`src/rtl/dx_hazard_latch_if.sv`:
```
// ----------------------------------------------------------------------------
// dx_hazard_latch_if
//   Groups the F/D-side inputs and D/X-side outputs of the decode-to-execute
//   pipeline register into one bundle.
//
//   F/D side (into the latch):
//     fd_ir, fd_pc       instruction in F/D and its PC+1
//     rf_a, rf_b         register-file read data for fd_ir
//     flush              taken branch/jump resolved in X, squash D/X
//     ext_stall          multdiv busy, freeze D/X and F/D
//   D/X side (out of the latch):
//     dx_ir, dx_pc       registered instruction and PC
//     dx_a, dx_b         registered operands
//     dx_valid           1 = real instruction, 0 = bubble
//     fd_enable          combinational write enable for PC and F/D latch
//     load_use           combinational load-use hazard flag
//     stall_count        saturating count of load-use bubbles
//
//   master: the environment driving F/D (core front end / testbench)
//   slave:  the D/X latch itself
// ----------------------------------------------------------------------------
interface dx_hazard_latch_if #(
  parameter int WIDTH = 32,
  parameter int CNT_W = 16
);
  logic [WIDTH-1:0] fd_ir;
  logic [WIDTH-1:0] fd_pc;
  logic [WIDTH-1:0] rf_a;
  logic [WIDTH-1:0] rf_b;
  logic             flush;
  logic             ext_stall;

  logic [WIDTH-1:0] dx_ir;
  logic [WIDTH-1:0] dx_pc;
  logic [WIDTH-1:0] dx_a;
  logic [WIDTH-1:0] dx_b;
  logic             dx_valid;
  logic             fd_enable;
  logic             load_use;
  logic [CNT_W-1:0] stall_count;

  modport master (
    output fd_ir, fd_pc, rf_a, rf_b, flush, ext_stall,
    input  dx_ir, dx_pc, dx_a, dx_b, dx_valid, fd_enable, load_use, stall_count
  );

  modport slave (
    input  fd_ir, fd_pc, rf_a, rf_b, flush, ext_stall,
    output dx_ir, dx_pc, dx_a, dx_b, dx_valid, fd_enable, load_use, stall_count
  );
endinterface

```
`src/rtl/dx_hazard_latch.sv`:
```
// ----------------------------------------------------------------------------
// dx_hazard_latch
//   Decode-to-execute pipeline register of the 5-stage core. Detects load-use
//   hazards that forwarding cannot cover and inserts exactly one bubble for
//   each, sequences flush and external stall, and keeps a saturating count of
//   load-use bubbles for performance debug.
//
//   Ports:
//     clock     core clock, rising edge
//     reset_n   asynchronous active-low reset
//     bus       dx_hazard_latch_if.slave (F/D inputs, D/X outputs)
//
//   Instruction fields (both F/D and D/X words):
//     op = [31:27], rd = [26:22], rs = [21:17], rt = [16:12]
// ----------------------------------------------------------------------------
module dx_hazard_latch #(
  parameter int               WIDTH = 32,
  parameter logic [WIDTH-1:0] NOP   = '0,
  parameter int               CNT_W = 16
) (
  input  logic                clock,
  input  logic                reset_n,
  dx_hazard_latch_if.slave    bus
);

  localparam logic [4:0] opAlu   = 5'd0;
  localparam logic [4:0] opBne   = 5'd2;
  localparam logic [4:0] opJr    = 5'd4;
  localparam logic [4:0] opAddi  = 5'd5;
  localparam logic [4:0] opBlt   = 5'd6;
  localparam logic [4:0] opSw    = 5'd7;
  localparam logic [4:0] opLw    = 5'd8;

  localparam logic [CNT_W-1:0] cntOne = {{(CNT_W-1){1'b0}}, 1'b1};

  // Priority-resolved action for this cycle.
  typedef enum logic [1:0] {
    actLoad,
    actBubble,
    actHold,
    actFlush
  } actionE;

  logic [WIDTH-1:0] dxIr;
  logic [WIDTH-1:0] dxPc;
  logic [WIDTH-1:0] dxA;
  logic [WIDTH-1:0] dxB;
  logic             dxValid;
  logic [CNT_W-1:0] stallCount;

  logic [4:0] fdOp;
  logic [4:0] fdRd;
  logic [4:0] fdRs;
  logic [4:0] fdRt;
  logic [4:0] dxOp;
  logic [4:0] dxRd;
  logic       srcMatch;
  logic       loadUse;
  actionE     action;

  assign fdOp = bus.fd_ir[31:27];
  assign fdRd = bus.fd_ir[26:22];
  assign fdRs = bus.fd_ir[21:17];
  assign fdRt = bus.fd_ir[16:12];
  assign dxOp = dxIr[31:27];
  assign dxRd = dxIr[26:22];

  // Which source registers of the F/D instruction must be ready at the start
  // of X. Store data (rd of sw) is deliberately absent: it reaches memory
  // through the M-stage bypass, so a preceding lw never stalls it.
  // NOTE: every always_comb output gets a default first so no path leaves it
  // unassigned, which would otherwise infer a latch.
  always_comb begin
    srcMatch = 1'b0;
    case (fdOp)
      opAlu:        srcMatch = (fdRs == dxRd) || (fdRt == dxRd);
      opAddi, opLw: srcMatch = (fdRs == dxRd);
      opSw:         srcMatch = (fdRs == dxRd);
      opBne, opBlt: srcMatch = (fdRd == dxRd) || (fdRs == dxRd);
      opJr:         srcMatch = (fdRd == dxRd);
      default:      srcMatch = 1'b0;
    endcase
  end

  // A bubble in D/X can never create a hazard; the dxValid term also keeps
  // the flag defined while fd_ir is unknown behind a bubble.
  assign loadUse = dxValid && (dxOp == opLw) && srcMatch;

  always_comb begin
    action = actLoad;
    if (bus.flush)          action = actFlush;
    else if (bus.ext_stall) action = actHold;
    else if (loadUse)       action = actBubble;
  end

  // F/D advances whenever D/X accepts a new entry or the flush redirects fetch.
  assign bus.fd_enable = (action == actFlush) || (action == actLoad);
  assign bus.load_use  = loadUse;

  // NOTE: sequential state uses non-blocking assignments so every register
  // samples the pre-edge values regardless of statement order.
  always_ff @(posedge clock or negedge reset_n) begin
    if (!reset_n) begin
      dxIr       <= NOP;
      dxPc       <= '0;
      dxA        <= '0;
      dxB        <= '0;
      dxValid    <= 1'b0;
      stallCount <= '0;
    end else begin
      case (action)
        actFlush: begin
          dxIr    <= NOP;
          dxPc    <= '0;
          dxA     <= '0;
          dxB     <= '0;
          dxValid <= 1'b0;
        end
        actHold: begin
          // D/X keeps its contents; the F/D latch is frozen via fd_enable.
        end
        actBubble: begin
          dxIr    <= NOP;
          dxPc    <= '0;
          dxA     <= '0;
          dxB     <= '0;
          dxValid <= 1'b0;
          if (stallCount != '1) stallCount <= stallCount + cntOne;
        end
        default: begin
          dxIr    <= bus.fd_ir;
          dxPc    <= bus.fd_pc;
          dxA     <= bus.rf_a;
          dxB     <= bus.rf_b;
          dxValid <= 1'b1;
        end
      endcase
    end
  end

  assign bus.dx_ir       = dxIr;
  assign bus.dx_pc       = dxPc;
  assign bus.dx_a        = dxA;
  assign bus.dx_b        = dxB;
  assign bus.dx_valid    = dxValid;
  assign bus.stall_count = stallCount;

endmodule

```
`src/flat_wrapper.sv`:
```
// flat-port wrapper written by rule: the top's interface ports become plain ports
module dx_hazard_latch_flat 
#(
  parameter int               WIDTH = 32,
  parameter logic [WIDTH-1:0] NOP   = '0,
  parameter int               CNT_W = 16
)
  (clock, reset_n, bus_fd_ir, bus_fd_pc, bus_rf_a, bus_rf_b, bus_flush, bus_ext_stall, bus_dx_ir, bus_dx_pc, bus_dx_a, bus_dx_b, bus_dx_valid, bus_fd_enable, bus_load_use, bus_stall_count);
  dx_hazard_latch_if #(.WIDTH(WIDTH), .CNT_W(CNT_W)) bus_i ();
  input  logic clock;
  input  logic reset_n;
  input wire logic [$bits(bus_i.fd_ir)-1:0] bus_fd_ir;
  input wire logic [$bits(bus_i.fd_pc)-1:0] bus_fd_pc;
  input wire logic [$bits(bus_i.rf_a)-1:0] bus_rf_a;
  input wire logic [$bits(bus_i.rf_b)-1:0] bus_rf_b;
  input wire logic [$bits(bus_i.flush)-1:0] bus_flush;
  input wire logic [$bits(bus_i.ext_stall)-1:0] bus_ext_stall;
  output wire logic [$bits(bus_i.dx_ir)-1:0] bus_dx_ir;
  output wire logic [$bits(bus_i.dx_pc)-1:0] bus_dx_pc;
  output wire logic [$bits(bus_i.dx_a)-1:0] bus_dx_a;
  output wire logic [$bits(bus_i.dx_b)-1:0] bus_dx_b;
  output wire logic [$bits(bus_i.dx_valid)-1:0] bus_dx_valid;
  output wire logic [$bits(bus_i.fd_enable)-1:0] bus_fd_enable;
  output wire logic [$bits(bus_i.load_use)-1:0] bus_load_use;
  output wire logic [$bits(bus_i.stall_count)-1:0] bus_stall_count;
  assign bus_i.fd_ir = bus_fd_ir;
  assign bus_i.fd_pc = bus_fd_pc;
  assign bus_i.rf_a = bus_rf_a;
  assign bus_i.rf_b = bus_rf_b;
  assign bus_i.flush = bus_flush;
  assign bus_i.ext_stall = bus_ext_stall;
  assign bus_dx_ir = bus_i.dx_ir;
  assign bus_dx_pc = bus_i.dx_pc;
  assign bus_dx_a = bus_i.dx_a;
  assign bus_dx_b = bus_i.dx_b;
  assign bus_dx_valid = bus_i.dx_valid;
  assign bus_fd_enable = bus_i.fd_enable;
  assign bus_load_use = bus_i.load_use;
  assign bus_stall_count = bus_i.stall_count;
  dx_hazard_latch #(.WIDTH(WIDTH), .NOP(NOP), .CNT_W(CNT_W)) u_core (.clock(clock), .reset_n(reset_n), .bus(bus_i));
endmodule
```
`config.mk`:
```
export PLATFORM = sky130hd
export DESIGN_NAME = dx_hazard_latch_flat
export DESIGN_NICKNAME = d
export VERILOG_FILES = /design/src/rtl/dx_hazard_latch_if.sv /design/src/rtl/dx_hazard_latch.sv /design/src/flat_wrapper.sv
export SDC_FILE = /design/constraint.sdc
export NUM_CORES = 1
export LEC_CHECK = 0
export CORE_MARGIN = 5
export CORE_UTILIZATION = 35
export DETAILED_ROUTE_END_ITERATION = 8
export PLACE_DENSITY = 0.62
export SLEW_MARGIN = 20
export SYNTH_ARGS = -nofsm -noshare
export SYNTH_HDL_FRONTEND = slang
export SYNTH_SLANG_ARGS = --single-unit
```
`constraint.sdc`:
```
create_clock -name clock -period 6 [get_ports clock]
set_clock_uncertainty 0.2 [all_clocks]
set_input_delay 0.6 -clock clock [delete_from_list [all_inputs] [get_ports clock]]
set_output_delay 0.6 -clock clock [all_outputs]
set_load 0.02 [all_outputs]
```
==> impl_results.rst, run 1 <==
.. list-table::
   :header-rows: 1

   * - Metric
     - Value
   * - Required @ worst endpoint
     - 5200 ps
   * - CTS H-tree lvls
     - 4
   * - Hold Vio Cnt, Final
     - 0
   * - Final setup slack of the worst path
     - 1760 ps
   * - Transition time at the pin with the least slew margin
     - 928 ps
   * - Post-CTS Hold Buffers
     - 0
   * - Category of the critical setup timing path
     - in -> out
   * - Cts bufs inserted
     - 17
   * - Distinct cell type count of the synthesized netlist
     - 44
   * - Resize count post-CTS
     - 0
   * - CTS Buffer Depth
     - 2
   * - Max Used Layer
     - met4
   * - Arrival @ worst endpoint
     - 3440 ps
   * - Setup Total Neg Slack
     - 0 ps
   * - Remaining Overflow, GRT
     - 0
   * - Number of max-slew violations in the final report
     - 0
   * - Final worst path period need
     - 4240 ps
   * - Fraction of layout cells with a size suffix above 1
     - 4.91%
   * - Diodes inserted
     - 0
   * - Post-CTS setup buffer count
     - 0
   * - Number of instances in the synthesized netlist
     - 857
   * - I/O Buffers
     - 278
   * - Combined area of all synthesized cells
     - 0.00800 sq mm
   * - Hold/Removal Path Class
     - in -> async
   * - Number of DRC violations after detailed routing
     - 0
   * - Core ar.
     - 0.0226 sq mm
   * - CTS clk-pin slew, worst paths
     - 60 ps
   * - Status
     - finished clean
   * - Avg WL per Cell
     - 19.8 um
   * - Worst supply voltage drop on vdd
     - about 0.14 mV
   * - Fraction of synthesized cell area taken by the top area cell type
     - 45.4%
   * - Mapped Nets
     - roughly 990
   * - Finished Cell Area
     - 0.0114 sq mm
   * - Clk Latency, worst-skew pair
     - 410 ps
   * - Ys Warns
     - 0
   * - Fill count
     - ~2100
   * - Initial Utilization
     - 35.4%
   * - Dominant synthesized flop cell
     - sky130_fd_sc_hd__dfrtp_1
   * - Height of the die
     - between 150 and 200 um
   * - Per-cell via count in the routed design
     - about 5.7
   * - Detailed-placement wirelength estimate
     - 16600 um
   * - Total chip power
     - between 0.002 and 0.003 W
   * - Slew HR
     - 38.1%
   * - Achievable clock frequency
     - approximately 240 MHz
   * - Vias in the first global route
     - roughly 7400
   * - Iter 0 DRT Violations
     - 757
   * - Max-cap viol count
     - 0
   * - Routed Antenna Nets
     - 0
   * - Met3 Routed Length
     - ~2400 um
   * - Number of placed cells counting well taps
     - 1332
   * - Syn-to-layout area delta
     - 42.2%
   * - Antenna violations before repair
     - 0
   * - Routed wire length
     - 27000 um
   * - Site Rows
     - 55
   * - TritonCTS clock tree
     - yes
   * - Share of synthesized area occupied by flip-flops and latches
     - 45.4%
   * - Final cycle utilization of the critical path
     - between 70% and 80%
   * - Post-layout nets
     - 1200
   * - GRT Resource Usage Total
     - 20.1%
   * - Die outline area
     - 0.0260 sq mm
   * - Total power per unit cell area
     - ~260 mW/mm^2
   * - Biggest fanout along the worst timing path
     - 5
   * - Clock tree sinks
     - about 150
   * - Type of origin of the critical path
     - input pin
   * - Setup repair after global routing missed its margin
     - false
   * - Wire length on met2
     - roughly 12000 um
   * - Share of synthesized registers carrying an async set or reset
     - 100%
   * - Top Ports
     - 279
   * - Met1 layer wirelength in the final routing
     - 11800 um
   * - Flip-flop and latch count after synthesis
     - 145
   * - Cell chosen for the clock root
     - sky130_fd_sc_hd__clkbuf_16
   * - Minimum setup slack after placement
     - about 1700 ps
   * - Final setup fails
     - 0
   * - Placed instance area
     - roughly 0.011 sq mm
   * - Number of enable-type register cells in the synthesized netlist
     - 0
   * - Syn Area/Cell
     - between 9 and 10 sq um
   * - Pin count of the biggest net entering global routing
     - ~130
   * - Via count
     - between 7000 and 8000
   * - Final weighted congestion in routability-driven placement
     - 0.823
   * - Number of non-filler instances in the completed layout
     - 1364
   * - Leak
     - around 4.3 nW
   * - Kind of capture point of the worst setup path
     - primary output
   * - Die outline width
     - 161 um
   * - Wire length of the first global-routing pass
     - 42700 um
   * - Post-synth top area cell
     - sky130_fd_sc_hd__dfrtp_1
   * - Main area contributors after synthesis
     - sky130_fd_sc_hd__dfrtp_1, sky130_fd_sc_hd__o32ai_1, sky130_fd_sc_hd__nor2b_1, sky130_fd_sc_hd__a21oi_1, sky130_fd_sc_hd__nand3_1
   * - First-pass DRT Iterations
     - 5
-- where the power goes --
part	switching (W)	internal [W]	total, W
logic	0.000369	0.000360	0.000728
clock network	0.000454	0.000631	0.00109
registers	0.0000758	0.00107	0.00115
total	0.000899	0.00207	0.00296
-- layout by cell type, fill, tap and decap left out, types with 3 or more instances in the layout --
master	count
sky130_fd_sc_hd__nor3b_1	32
sky130_fd_sc_hd__clkbuf_16	17
sky130_fd_sc_hd__mux2_2	3
sky130_fd_sc_hd__dfrtp_1	145
sky130_fd_sc_hd__nor2_1	6
sky130_fd_sc_hd__o32ai_1	108
sky130_fd_sc_hd__and3_1	3
sky130_fd_sc_hd__xor2_1	10
sky130_fd_sc_hd__nand4_1	6
sky130_fd_sc_hd__xnor2_1	16
sky130_fd_sc_hd__nand3_1	115
sky130_fd_sc_hd__nor3_1	6
sky130_fd_sc_hd__o22ai_1	16
sky130_fd_sc_hd__and4_1	3
sky130_fd_sc_hd__a21oi_1	126
sky130_fd_sc_hd__a32o_1	3
sky130_fd_sc_hd__clkinv_4	4
sky130_fd_sc_hd__nor2b_1	110
sky130_fd_sc_hd__nand2_1	25
sky130_fd_sc_hd__inv_6	4
sky130_fd_sc_hd__clkdlybuf4s50_1	275
sky130_fd_sc_hd__buf_4	11
-- metal layers --
metal  vias up  GRT usage [%]
li1       3635              -
met1      3782           28.5
met2       296           29.7
met3        28           6.46
met4         0           5.54
met5         -              0
-- flip-flops by register name, indices dropped and copies added (netlist names) --
name / cells
u_core.bus.dx_a: 32
u_core.bus.dx_b: 32
u_core.bus.dx_ir: 32
u_core.bus.dx_pc: 32
u_core.bus.stall_count: 16
u_core.bus.dx_valid: 1
-- metrics by stage --
stage / utilization (%) / hold slack [ps]
floorplan: - / 104
CTS: 50.4 / 133
finish: 50.4 / 98.9
global route: 50.4 / 175
global placement: 47.7 / 305
detailed placement: 47.7 / 304
-- final timing paths --
check | start | end | slack, ps | depth (start not counted)
min reg2reg | u_core.bus.stall_count[10] | u_core.bus.stall_count[10] | 310 | 1
max | bus_fd_ir[28] | bus_fd_enable | 1760 | 8
max reg2reg | u_core.bus.dx_ir[31] | u_core.bus.stall_count[14] | 2730 | 9
max in group asynchronous | reset_n | u_core.bus.dx_pc[29] | 4250 | 2
min in group clock | u_core.bus.stall_count[10] | u_core.bus.stall_count[10] | 310 | 1
min | reset_n | u_core.bus.stall_count[10] | 100 | 1
-- cells in the mapped netlist (10+ instances only) --
cell type                  instances
sky130_fd_sc_hd__dfrtp_1         145
sky130_fd_sc_hd__o32ai_1         108
sky130_fd_sc_hd__nand2_1          25
sky130_fd_sc_hd__xnor2_1          16
sky130_fd_sc_hd__nor2b_1         110
sky130_fd_sc_hd__nand3_1         115
sky130_fd_sc_hd__clkbuf_1         67
sky130_fd_sc_hd__xor2_1           10
sky130_fd_sc_hd__o22ai_1          16
sky130_fd_sc_hd__a21oi_1         126
sky130_fd_sc_hd__buf_2            13
sky130_fd_sc_hd__nor3b_1          32
-- final cells by class --
class,instances,area (sq um),area share (%)
Multi-Input combinational cell,612,3930,34.5
Clock inverter,13,150,1.32
Clock buffer,19,443,3.90
Inverter,2,7.51,0.0660
Sequential cell,145,3630,31.9
Timing Repair Buffer,288,2860,25.1
Tap cell,285,357,3.14
-- worst max-delay path: stages --
cell                              delay (ps)
sky130_fd_sc_hd__clkdlybuf4s50_1         550
sky130_fd_sc_hd__or3b_1                  380
sky130_fd_sc_hd__o311ai_1                100
sky130_fd_sc_hd__nand4_1                 340
sky130_fd_sc_hd__a311oi_1                510
sky130_fd_sc_hd__or2_1                   170
sky130_fd_sc_hd__ha_1                    220
sky130_fd_sc_hd__clkdlybuf4s50_1         570
-- cells by family after synthesis --
logic type,Yosys count,share of synthesized area (%)
fa+ha+maj,2,0.313
simple gates,318,22.9
flops,145,45.4
compound gates,262,22.2
xor+xnor,26,2.85
buf+inv,100,5.79
mux,4,0.548
Note: power is estimated with default switching activity, not from simulation.
==> inputs of run 2 (changes only) <==
clock period = 4.4 ns   (was 6 ns; I/O delays follow)
==> run 2 against run 1 <==
  * Hold slack improved by 130 ps
  * Non-clock buffer count increased by 5
  * Die area unchanged
  * Critical path depth unchanged
  * Worst setup slack got worse by 1100 ps
  * Power increased by 36%
  * Clock-buffer cell count decreased by 1
  * Sequential power increased by 37%
  * Sequential share of layout area decreased by 0.11 points
==> impl_results.rst, run 2 (synthesis gave the netlist of run 1 again) <==
.. list-table::
   :header-rows: 1

   * - Metric
     - Value
   * - Status
     - finished clean
   * - Avg WL per Cell
     - 19.9 um
   * - Worst hold endpoint
     - u_core.bus.dx_ir[31]
   * - Per-cell via count in the routed design
     - 5.63
   * - Critical path, cell by cell
     - clkdlybuf4s50_1 > or3b_1 > o311ai_1 > nand4_1 > a311oi_1 > or2_1 > ha_1 > clkdlybuf4s50_1
   * - Transition time at the pin with the least slew margin
     - approximately 1000 ps
   * - CP delay by family, top
     - buffers and inverters
   * - First-pass DRT Iterations
     - 7
   * - Reg-to-Reg Start
     - u_core.bus.dx_ir[23]
   * - Arrival @ worst endpoint
     - around 3100 ps
   * - Diodes inserted
     - 0
   * - Post-CTS Hold Buffers
     - 1
   * - Part of the power in combinational logic
     - 24.8%
   * - Resize count post-CTS
     - 0
   * - Routed wire length
     - between 20000 and 30000 um
   * - Top Ports
     - 279
   * - Final worst path period need
     - 3780 ps
   * - Post-layout nets
     - 1205
   * - Total power per unit cell area
     - between 300 and 400 mW/mm^2
   * - Reg2reg path depth
     - 10
   * - Delay contributed by the slowest stage of the critical path
     - around 570 ps
   * - Slew HR
     - 31.4%
   * - Met1 Usage GRT
     - 27.4%
   * - Final setup fails
     - 0
   * - Number of max-slew violations in the final report
     - 0
   * - I/O Buffers
     - about 280
   * - Clock tree sinks
     - 145
   * - Final weighted congestion in routability-driven placement
     - 0.816
   * - GRT Resource Usage Total
     - 20.2%
   * - CTS H-tree lvls
     - 4
   * - CTS Buffer Depth
     - 2
   * - Die outline width
     - between 150 and 200 um
   * - Iter 0 DRT Violations
     - 441
   * - Cell-internal power
     - 0.00273 W
   * - Cts bufs inserted
     - 17
   * - Portion of total power attributed to sequential cells
     - between 30% and 40%
   * - GRT busiest layer
     - met2
   * - Reg-to-reg endpoint
     - u_core.bus.stall_count[10]
   * - Sw Ratio
     - around a third
   * - Max-cap viol count
     - 0
   * - Final cycle utilization of the critical path
     - between 80% and 90%
   * - Wire length of the first global-routing pass
     - 42900 um
   * - Type of origin of the critical path
     - input pin
   * - Worst supply voltage drop on vdd
     - 0.223 mV
   * - Most common cell after layout, fill and taps aside
     - sky130_fd_sc_hd__clkdlybuf4s50_1
   * - Required @ worst endpoint
     - 3760 ps
   * - Worst hold path depth
     - 2
   * - Post-CTS setup buffer count
     - 0
   * - Setup repair after global routing missed its margin
     - false
   * - Origin of the worst min-delay path
     - bus_flush
   * - Via count
     - 7712
   * - Site Rows
     - 55
   * - Routed Antenna Nets
     - 0
   * - Leak
     - 4.34 nW
   * - Syn-to-layout area delta
     - 42.7%
   * - Achievable clock frequency
     - about 260 MHz
   * - Cell chosen for the clock root
     - sky130_fd_sc_hd__clkbuf_16
   * - Setup Total Neg Slack
     - 0 ps
   * - Most frequent cells in the layout
     - sky130_fd_sc_hd__clkdlybuf4s50_1, sky130_fd_sc_hd__dfrtp_1, sky130_fd_sc_hd__a21oi_1
   * - Category of the critical setup timing path
     - in -> out
   * - Height of the die
     - 161 um
   * - Fraction of power consumed by the clock network
     - 36.1%
   * - Met2 usage
     - 31.2%
   * - Number of DRC violations after detailed routing
     - 0
   * - Core ar.
     - 0.0226 sq mm
   * - Hold Vio Cnt, Final
     - 0
   * - Antenna violations before repair
     - 0
   * - Slowest library cell on the worst path
     - sky130_fd_sc_hd__clkdlybuf4s50_1
   * - Hold/Removal Path Class
     - in -> reg
   * - Fraction of layout cells with a size suffix above 1
     - 5.35%
   * - Final worst hold slack
     - about 230 ps
   * - TritonCTS clock tree
     - yes
   * - Vias in the first global route
     - ~7500
   * - Global-route met3 utilization
     - 6.97%
   * - CP most frequent cell
     - sky130_fd_sc_hd__clkdlybuf4s50_1
   * - Net load switching power
     - approximately 0.0013 W
   * - Clk Latency, worst-skew pair
     - 420 ps
   * - Biggest fanout along the worst timing path
     - 5
   * - Fill count
     - 2123
   * - Detailed-placement wirelength estimate
     - about 17000 um
   * - Initial Utilization
     - 35.4%
   * - Reg-to-reg setup timing slack
     - 1380 ps
   * - CTS clk-pin slew, worst paths
     - 60 ps
   * - Kind of capture point of the worst setup path
     - primary output
   * - Combined buffer and inverter count along the critical path
     - 2
   * - Die outline area
     - 0.0260 sq mm
   * - Pin count of the biggest net entering global routing
     - 119
   * - Remaining Overflow, GRT
     - 0
[run 2: cell count changes in the layout (fill, tap and decap cells not counted), moves of 2 or more]
cell,change
sky130_fd_sc_hd__buf_12,+2
sky130_fd_sc_hd__buf_4,+2
sky130_fd_sc_hd__bufinv_16,-2
sky130_fd_sc_hd__clkinv_4,-3
sky130_fd_sc_hd__inv_8,+5
[run 2: layer usage]
layer	vias up	part of all wire, %
li1	3650	-
met2	255	46
met5	-	0
met4	0	1.2
met1	3790	45
met3	17	8.3
[run 2: area by class of cell]
class	instances	area [sq um]	share of cell area, %
Multi-Input combinational cell	612	3920	34.3
Sequential cell	145	3630	31.8
Timing Repair Buffer	293	2920	25.6
Clock buffer	18	439	3.85
Tap cell	285	357	3.13
Clock inverter	14	138	1.21
Inverter	2	7.51	0.0658
[run 2: power by group through the flow]
stage | Combinational, W | Clock [W] | Sequential (W)
finish | 0.000998 | 0.00145 | 0.00157
global route | 0.00107 | 0.00154 | 0.00159
CTS | 0.00101 | 0.00149 | 0.00157
detailed placement | 0.00100 | 0 | 0.00159
global placement | 0.000999 | 0 | 0.00159
floorplan | 0.000316 | 0 | 0.00174
[run 2: through the flow]
stage / area (sq um) / power [W] / setup WS [ps] / std cells / utilization [%]
detailed placement: 10800 / 0.00260 / 619 / 1336 / 47.9
global route: 11400 / 0.00420 / 467 / 1369 / 50.5
CTS: 11400 / 0.00406 / 617 / 1369 / 50.5
finish: 11400 / 0.00402 / 618 / 1369 / 50.5
global placement: 10800 / 0.00259 / 615 / 1336 / 47.9
floorplan: 8000 / 0.00206 / 1480 / 857 / -
[run 2: worst max path at each step]
stage,start,to,slack [ps],depth (start not counted)
floorplan,u_core.bus.dx_ir[31],u_core.bus.stall_count[14],1480,10
global placement,bus_fd_ir[28],bus_fd_enable,610,8
detailed placement,bus_fd_ir[28],bus_fd_enable,620,8
CTS,bus_fd_ir[28],bus_fd_enable,620,8
global route,bus_fd_ir[28],bus_fd_enable,470,8
finish,bus_fd_ir[28],bus_fd_enable,620,8
==> inputs of run 3 (changes only) <==
clock period = 3.9 ns   (was 4.4 ns; I/O delays follow)
==> run 3 against run 2 <==
  * Non-clock buffer count increased by 2
  * Hold slack worse by 13 ps
  * Worst setup slack got worse by 350 ps
  * Die area is the same
  * Register-to-register slack got worse by 510 ps
  * Sequential power rose by 13%
  * Design area up 0.58%
  * Power is 13% higher
  * Critical path depth stayed put
  * Core utilization rose by 0.29 points
  * Global-route usage is essentially flat
  * Combinational power increased by 13%
  * Critical path type unchanged
  * Largest cell class unchanged
==> impl_results.rst, run 3 (synthesis gave the netlist of run 1 again) <==
.. list-table::
   :header-rows: 1

   * - Metric
     - Value
   * - Syn-to-layout area delta
     - 43.5%
   * - Category of the critical setup timing path
     - in -> out
   * - Worst hold path depth
     - 3
   * - I/O Buffers
     - 278
   * - CTS H-tree lvls
     - 4
   * - TritonCTS clock tree
     - yes
   * - Delay contributed by the slowest stage of the critical path
     - 560 ps
   * - Detailed-placement wirelength estimate
     - 17000 um
   * - Fraction of layout cells with a size suffix above 1
     - under 10%
   * - Setup repair after global routing missed its margin
     - false
   * - Biggest fanout along the worst timing path
     - 6
   * - Die outline area
     - roughly 0.026 sq mm
   * - Routed Antenna Nets
     - 0
   * - Remaining Overflow, GRT
     - 0
   * - Avg WL per Cell
     - 19.7 um
   * - Critical path, cell by cell
     - clkdlybuf4s50_1 > nor4_2 > nand4_1 > o32a_2 > a311oi_1 > or2_1 > ha_1 > clkdlybuf4s50_1
   * - Vias in the first global route
     - 7453
   * - Kind of capture point of the worst setup path
     - primary output
   * - Status
     - finished clean
   * - Post-CTS setup buffer count
     - 0
   * - Worst supply voltage drop on vdd
     - roughly 0.23 mV
   * - Combined buffer and inverter count along the critical path
     - 2
   * - CP most frequent cell
     - sky130_fd_sc_hd__clkdlybuf4s50_1
   * - Final worst hold slack
     - 219 ps
   * - Register Area
     - roughly 0.0036 sq mm
   * - Final cycle utilization of the critical path
     - 93.1%
   * - Slowest library cell on the worst path
     - sky130_fd_sc_hd__clkdlybuf4s50_1
   * - Arrival @ worst endpoint
     - 3040 ps
   * - Slew HR
     - 43.6%
   * - Per-cell via count in the routed design
     - 5.63
   * - Number of cells on the critical path
     - 8
   * - Fill count
     - 2112
   * - Area of the multi-input gates
     - a little under 0.004 sq mm
   * - Most common cell after layout, fill and taps aside
     - sky130_fd_sc_hd__clkdlybuf4s50_1
   * - First-pass DRT Iterations
     - 7
   * - Site Rows
     - 55
   * - Hold Vio Cnt, Final
     - 0
   * - Total power per unit cell area
     - 397 mW/mm^2
   * - Max-cap viol count
     - 0
   * - Final setup fails
     - 0
   * - Height of the die
     - 161 um
   * - Initial Utilization
     - 35.4%
   * - Core ar.
     - between 0.02 and 0.025 sq mm
   * - Via count
     - just under 8000
   * - Number of max-slew violations in the final report
     - 0
   * - Required @ worst endpoint
     - around 3300 ps
   * - CTS Buffer Depth
     - 2
   * - Leak
     - roughly 4.4 nW
   * - Pin count of the biggest net entering global routing
     - 126
   * - CP delay by family, top
     - buffers and inverters
   * - Clock tree sinks
     - 145
   * - Type of origin of the critical path
     - input pin
   * - Final weighted congestion in routability-driven placement
     - 0.804
   * - Post-layout nets
     - roughly 1200
   * - Routed wire length
     - 27000 um
   * - Die outline width
     - ~160 um
   * - Cell chosen for the clock root
     - sky130_fd_sc_hd__clkbuf_16
   * - GRT Resource Usage Total
     - between 20 and 25%
   * - Hold/Removal Path Class
     - in -> reg
   * - Most frequent cells in the layout
     - sky130_fd_sc_hd__clkdlybuf4s50_1, sky130_fd_sc_hd__dfrtp_1, sky130_fd_sc_hd__a21oi_1
   * - Setup Total Neg Slack
     - 0 ps
   * - Final worst path period need
     - approximately 3600 ps
   * - CTS clk-pin slew, worst paths
     - 70 ps
   * - Cts bufs inserted
     - 17
   * - Reg2reg path depth
     - 10
   * - Diodes inserted
     - 0
   * - Total chip power
     - ~0.0046 W
   * - Iter 0 DRT Violations
     - 565
   * - Clk Latency, worst-skew pair
     - 410 ps
   * - Transition time at the pin with the least slew margin
     - between 800 and 900 ps
   * - Antenna violations before repair
     - 0
   * - Achievable clock frequency
     - 275 MHz
   * - Wire length of the first global-routing pass
     - about 43000 um
   * - Top Ports
     - 279
   * - Number of DRC violations after detailed routing
     - 0
[run 3: report_power, final]
part | total [W] | leakage (nW) | switching, W | internal [W]
clock | 0.00166 | 0.277 | 0.000699 | 0.000957
sequential | 0.00177 | 1.82 | 0.000119 | 0.00165
combinational | 0.00113 | 2.26 | 0.000565 | 0.000560
[run 3: final timing paths]
path	startpoint	endpoint	slack (ps)
hold / removal	bus_ext_stall	u_core.bus.dx_b[29]	220
max in group asynchronous	reset_n	u_core.bus.dx_pc[31]	2250
setup / recovery	bus_fd_ir[27]	bus_fd_enable	270
setup reg to reg	u_core.bus.dx_ir[24]	u_core.bus.stall_count[14]	870
hold reg to reg	u_core.bus.stall_count[10]	u_core.bus.stall_count[10]	320
min in group asynchronous	reset_n	u_core.bus.stall_count[8]	290
[run 3: worst register-to-register path, cell delays in order (launching register included)]
cell and delay [ps]:
sky130_fd_sc_hd__dfrtp_1 490, sky130_fd_sc_hd__xnor2_1 150, sky130_fd_sc_hd__nand3_1 140, sky130_fd_sc_hd__or3_4 440, sky130_fd_sc_hd__a311oi_1 320, sky130_fd_sc_hd__or2_1 170
sky130_fd_sc_hd__ha_1 210, sky130_fd_sc_hd__and3_1 240, sky130_fd_sc_hd__nand2_1 90, sky130_fd_sc_hd__nor2_1 110, sky130_fd_sc_hd__mux2_2 340
[run 3: routing by layer]
metal  vias to the layer above  share of wire (%)  track usage, %
met2                       264                 45            29.8
met5                         -                  0               0
met4                         0                1.9            5.82
li1                       3656                  -               -
met1                      3767                 46            28.9
met3                        31                7.2            5.84
[run 3: area by class of cell]
class,count,share of cell area (%)
well taps,285,3.11
clock inverters,13,1.32
flip-flops and latches,145,31.6
inverters,2,0.0654
multi-input cells,612,34.2
clock buffers,19,3.77
repair buffers,295,25.9
[run 3: stage by stage]
stage / area [sq um] / setup WS [ps] / util (%) / cells
2_1_floorplan: 8000 / 981 / - / 857
3_3_place_gp: 10900 / 211 / 48.1 / 1337
3_5_place_dp: 10900 / 180 / 48.1 / 1337
4_1_cts: 11400 / 167 / 50.7 / 1370
5_1_grt: 11500 / 60.7 / 50.8 / 1371
6_report: 11500 / 268 / 50.8 / 1371
[run 3: what timing repair did]
action	in CTS	in global routing
gates resized for setup	0	1
endpoints found under the setup margin	0	1
hold endpoints to repair	54	0
hold buffers	1	0
